## config.mk

```make
export PLATFORM = sky130hd
export DESIGN_NAME = load_store_unit
export DESIGN_NICKNAME = d
export VERILOG_FILES = /design/src/rtl/load_store_unit.sv
export SDC_FILE = /design/constraint.sdc
export NUM_CORES = 1
export LEC_CHECK = 0
export CELL_PAD_IN_SITES_DETAIL_PLACEMENT = 2
export CELL_PAD_IN_SITES_GLOBAL_PLACEMENT = 2
export CORE_MARGIN = 8
export CORE_UTILIZATION = 38
export DETAILED_ROUTE_END_ITERATION = 8
export DONT_BUFFER_PORTS = 1
export PLACE_DENSITY = 0.91
export SLEW_MARGIN = 30
export SYNTH_ARGS = -nofsm -noshare
export SYNTH_HDL_FRONTEND = slang
export SYNTH_SLANG_ARGS = --single-unit
```

## constraint.sdc

```tcl
create_clock -name clk -period 4.35 [get_ports clk]
set_input_delay 0.6525 -clock clk [delete_from_list [all_inputs] [get_ports clk]]
set_output_delay 0.6525 -clock clk [all_outputs]
set_load 0.02 [all_outputs]
```

## src/rtl/load_store_unit.sv

```systemverilog
// Memory-access stage: word-aligned loads/stores with sub-word extraction,
// read-modify-write for SB/SH, and fault reporting that never touches memory.
module load_store_unit #(
  parameter int XLEN = 32
) (
  input  logic            clk,
  input  logic            reset,
  input  logic            req_valid,
  output logic            req_ready,
  input  logic            req_write,
  input  logic [2:0]      req_funct3,
  input  logic [XLEN-1:0] req_addr,
  input  logic [XLEN-1:0] req_wdata,
  output logic            resp_valid,
  output logic [XLEN-1:0] resp_rdata,
  output logic            resp_misaligned,
  output logic            resp_illegal,
  output logic [XLEN-1:0] mem_addr,
  output logic            mem_re,
  output logic            mem_we,
  output logic [XLEN-1:0] mem_wdata,
  input  logic [XLEN-1:0] mem_rdata
);

  typedef enum logic [2:0] {
    IDLE,
    RD_ISSUE,
    RD_DATA,
    WR,
    RESP
  } state_t;

  state_t            state_q, state_d;
  logic [XLEN-1:0]   addr_q, addr_d;
  logic [2:0]        f3_q, f3_d;
  logic [XLEN-1:0]   wdata_q, wdata_d;
  logic              write_q, write_d;
  logic [XLEN-1:0]   word_q, word_d;
  logic [XLEN-1:0]   rdata_q, rdata_d;
  logic              mis_q, mis_d;
  logic              ill_q, ill_d;

  logic              req_ill;
  logic              req_mis;
  logic [7:0]        ld_byte;
  logic [15:0]       ld_half;
  logic [XLEN-1:0]   ld_ext;
  logic [XLEN-1:0]   merged;

  always_comb begin
    req_ill = 1'b0;
    if (req_write) begin
      req_ill = (req_funct3 > 3'd2);
    end else begin
      unique case (req_funct3)
        3'b000, 3'b001, 3'b010,
        3'b100, 3'b101: req_ill = 1'b0;
        default:        req_ill = 1'b1;
      endcase
    end
  end

  // Illegal wins over misaligned, so only legal sizes are checked here.
  always_comb begin
    req_mis = 1'b0;
    if (!req_ill) begin
      unique case (req_funct3[1:0])
        2'b01:   req_mis = req_addr[0];
        2'b10:   req_mis = |req_addr[1:0];
        default: req_mis = 1'b0;
      endcase
    end
  end

  assign ld_byte = mem_rdata[{addr_q[1:0], 3'b000} +: 8];
  assign ld_half = mem_rdata[{addr_q[1], 4'b0000} +: 16];

  always_comb begin
    ld_ext = mem_rdata;
    unique case (f3_q)
      3'b000:  ld_ext = {{(XLEN-8){ld_byte[7]}}, ld_byte};
      3'b001:  ld_ext = {{(XLEN-16){ld_half[15]}}, ld_half};
      3'b100:  ld_ext = {{(XLEN-8){1'b0}}, ld_byte};
      3'b101:  ld_ext = {{(XLEN-16){1'b0}}, ld_half};
      default: ld_ext = mem_rdata;
    endcase
  end

  always_comb begin
    merged = word_q;
    unique case (f3_q[1:0])
      2'b00:   merged[{addr_q[1:0], 3'b000} +: 8] = wdata_q[7:0];
      2'b01:   merged[{addr_q[1], 4'b0000} +: 16] = wdata_q[15:0];
      default: merged = wdata_q;
    endcase
  end

  always_comb begin
    state_d = state_q;
    addr_d  = addr_q;
    f3_d    = f3_q;
    wdata_d = wdata_q;
    write_d = write_q;
    word_d  = word_q;
    rdata_d = rdata_q;
    mis_d   = mis_q;
    ill_d   = ill_q;
    unique case (state_q)
      IDLE: begin
        if (req_valid) begin
          addr_d  = req_addr;
          f3_d    = req_funct3;
          wdata_d = req_wdata;
          write_d = req_write;
          mis_d   = req_mis;
          ill_d   = req_ill;
          if (req_ill || req_mis) begin
            rdata_d = '0;
            state_d = RESP;
          end else if (req_write && req_funct3 == 3'b010) begin
            state_d = WR;
          end else begin
            state_d = RD_ISSUE;
          end
        end
      end
      RD_ISSUE: state_d = RD_DATA;
      RD_DATA: begin
        word_d = mem_rdata;
        if (write_q) begin
          state_d = WR;
        end else begin
          rdata_d = ld_ext;
          state_d = RESP;
        end
      end
      WR: begin
        rdata_d = '0;
        state_d = RESP;
      end
      RESP:    state_d = IDLE;
      default: state_d = IDLE;
    endcase
  end

  always_ff @(posedge clk) begin
    if (!reset) begin
      state_q <= IDLE;
      addr_q  <= '0;
      f3_q    <= '0;
      wdata_q <= '0;
      write_q <= 1'b0;
      word_q  <= '0;
      rdata_q <= '0;
      mis_q   <= 1'b0;
      ill_q   <= 1'b0;
    end else begin
      state_q <= state_d;
      addr_q  <= addr_d;
      f3_q    <= f3_d;
      wdata_q <= wdata_d;
      write_q <= write_d;
      word_q  <= word_d;
      rdata_q <= rdata_d;
      mis_q   <= mis_d;
      ill_q   <= ill_d;
    end
  end

  assign req_ready       = (state_q == IDLE);
  assign mem_re          = (state_q == RD_ISSUE);
  assign mem_we          = (state_q == WR);
  assign mem_addr        = {addr_q[XLEN-1:2], 2'b00};
  assign mem_wdata       = (state_q == WR) ? merged : '0;
  assign resp_valid      = (state_q == RESP);
  assign resp_rdata      = rdata_q;
  assign resp_misaligned = (state_q == RESP) && mis_q;
  assign resp_illegal    = (state_q == RESP) && ill_q;

endmodule

```

==> results.py <==
metrics = {
    "critical_path": {
        "worstPathRequired_ns": 3.70,
        "crit_path_top_delay_cell": "dfxtp_1",
        "cp-start-kind": "flip-flop",
        "crit_path_cell_trace": "inv_1 > ha_1 > nor3b_1 > a32o_1 > a221oi_1 > nor3_1 > buf_4",
        "arrival_ns": 3.11,
        "worstPathMaxFanout": 11,
        "cp_slowest_stage_delay_ns": 0.60,
        "crit_path_end_kind": "output port",
        "crit_type": "flip-flop to output port",
    },
    "worst_hold_path": {
        "min_path_type": "input port to flip-flop",
    },
    "finish": {
        "finalInstanceArea_um2": 7750,
        "n_antenna_cell": 0,
        "final_common_cell": "nand2_1",
        "drive_gt1_share_pct": 9.86,
        "finalNetCount": 959,
        "final_cell_mix": "250 x nand2_1, 137 x dfxtp_1, 101 x a21boi_0",
        "syn_to_final_growth_pct": 10.3,
        "final_core_util_pct": 43.0,
    },
    "synthesis": {
        "synth_ff_type": "dfxtp_1",
        "postSynthCellCount": 886,
        "synth_area_leaders": "dfxtp_1 39%, nand2_1 13%, a21boi_0 11%, buf_4 4.3%, mux2i_1 3.8%",
        "syn_avg_cell_area_um2": 7.93,
        "syn_area_um2": 7020,
        "synth_edf_count": 0,
        "yosysTopAreaCell": "dfxtp_1",
        "yosysTopAreaCellShare_pct": 39.0,
        "yosysWarnings": 0,
        "synth_cell_types": 50,
        "ys_seq_area_share_pct": 39.0,
        "async_flop_share_pct": 0,
        "ys_seq_elements": 137,
    },
    "timing": {
        "max_slew.worst_pin.slew_ns": 0.936,
        "hold_violations": 0,
        "setup_slack_ns": 0.587,
        "post-route-period-util_pct": 86.5,
        "max-slew-margin-rel_pct": 37.1,
        "finalCriticalPeriod_ns": 3.76,
        "rsz0062_at_grt": "no",
        "setup_viol": 0,
        "clock_skew_ns": 0.00701,
        "clock.fmax_mhz": 266,
        "fin_tns_setup_ns": 0,
        "maxSlewViolCount": 0,
    },
    "floorplan": {
        "design.portCount": 205,
        "dieArea_um2": 23100,
        "die_y_um": 152,
        "core_area_um2": 18000,
        "row_count": 49,
        "die_w_um": 152,
        "start_util_pct": 39.0,
    },
    "clock_network": {
        "cts_resized": 0,
        "clockRootBuffer": "clkbuf_16",
        "cts_tree": "done",
        "clk_pin_slew_ns": 0.06,
        "numCtsBuffers": 17,
        "insertion_delay_ns": 0.43,
        "postCtsHoldBufs": 0,
        "clockBufferDepth": 2,
        "cts_setup_buffers": 0,
        "cts.sinks": 137,
        "h-tree-depth": 4,
    },
    "placement": {
        "gp_congestion": 0.851,
        "dp_hpwl_um": 19800,
        "pre_cts_ws_ns": 1.13,
        "portBuffers": 0,
        "placed_cell_area_um2": 7100,
    },
    "detailed_routing": {
        "firstDrtPassIters": 5,
        "routed_wl_um": 28300,
        "drcViolationCount": 0,
        "ant_nets": 0,
        "drt_iter0_drc": 476,
        "drt-vias-per-instance": 6.02,
        "num_vias": 6573,
        "wire_per_inst_um": 25.9,
    },
    "global_routing": {
        "grt_remaining_overflow": 0,
        "antenna_found_initial": 0,
        "grt_max_degree": 138,
        "grt_first_pass_wirelength_um": 43800,
        "grt_pass1_vias": 7227,
        "gr-usage-all-layers_pct": 23.9,
    },
    "status": {
        "status": "finished, final reports clean",
    },
    "job": {
        "drv_cap": 0,
    },
    "power_and_ir_drop": {
        "peakVddDrop_uv": 299,
        "p_leak_nw": 2.71,
        "power_density_nw_per_um2": 449,
    },
}
[path summary, 6_finish.rpt]
kind	slack (ns)	end	cells past startpoint	start
max	0.59	mem_wdata[19]	7	addr_q[0]
min	0.36	addr_q[6]	2	req_addr[6]
max reg2reg	1.62	addr_q[25]	6	state_q[2]
min reg2reg	0.46	mis_q	2	mis_q
[metrics by stage]
| stage | power (mW) | hold WS, ns | instances |
|---|---|---|---|
| after floorplan | 1.79 | 0.426 | 887 |
| after global placement | 1.86 | 0.440 | 1059 |
| after detailed placement | 1.88 | 0.449 | 1059 |
| after CTS | 3.51 | 0.343 | 1091 |
| after global routing | 3.60 | 0.351 | 1091 |
| final | 3.48 | 0.364 | 1091 |
[Yosys cell counts (2+ instances only)]
master	instances
a22oi_1	8
nor2b_1	11
o22a_1	7
buf_2	11
and3_1	2
o22ai_1	24
a221oi_1	17
ha_1	7
inv_1	11
nand2b_1	3
nor3_1	18
o32ai_1	17
nor3b_1	3
nand2_1	251
clkbuf_1	48
nand3_1	9
nor2_1	28
and2_1	2
or3_1	2
o221ai_1	6
a221o_1	8
and4_1	8
nand3b_1	3
dfxtp_1	137
mux2i_1	27
o21ai_0	15
buf_4	40
a21oi_1	40
or2_2	2
a21boi_0	101
[routing by layer]
layer	vias up	part of all wire, %	global-route usage, %
li1	2983	-	-
met4	0	3.2	11.3
met1	3307	39	25.6
met2	224	51	41.9
met5	-	0	0
met3	59	7.1	7.51
[sequential cells by signal, indices dropped and copies added, names as in the netlist]
| name | flops |
|---|---|
| addr_q | 32 |
| resp_rdata | 32 |
| wdata_q | 32 |
| word_q | 32 |
| f3_q | 3 |
| state_q | 3 |
| ill_q | 1 |
| mis_q | 1 |
| write_q | 1 |
[final cells by class]
class	count	area, um^2
fill	2049	10300
clock buffer	23	488
tap	229	287
timing repair buffer	45	338
multi-input combinational	635	3680
inverter	13	48.8
clock inverter	9	160
sequential	137	2740
[power breakdown]
group	total (mW)	internal (mW)	leakage, nW	switching [mW]
Clock	1.62	1.03	0.318	0.594
Sequential	1.42	1.32	1.12	0.103
Combinational	0.437	0.146	1.28	0.291
Total	3.48	2.49	2.71	0.987
[cell families (layout without fill, tap and decap cells)]
kind of cell	after synthesis	in the layout	share of synthesized area [%]
and+or+nand+nor	349	349	21.5
DFF	137	137	39.0
muxes	28	28	4.17
buffers and inverters	115	90	8.60
other	1	2	0.0534
adders and majority gates	7	7	1.25
AOI/OAI and AO/OA	249	249	25.3
[critical path: cells and delay by family (launching register included)]
kind                     cells  cell delay [ns]
AND/OR/NAND/NOR              2             0.60
buffers and inverters        2             0.41
flip-flops                   1             0.60
adder cells (fa/ha/maj)      1             0.49
AO/OA/AOI/OAI                2             0.58
(Power assumes the default switching activity.)
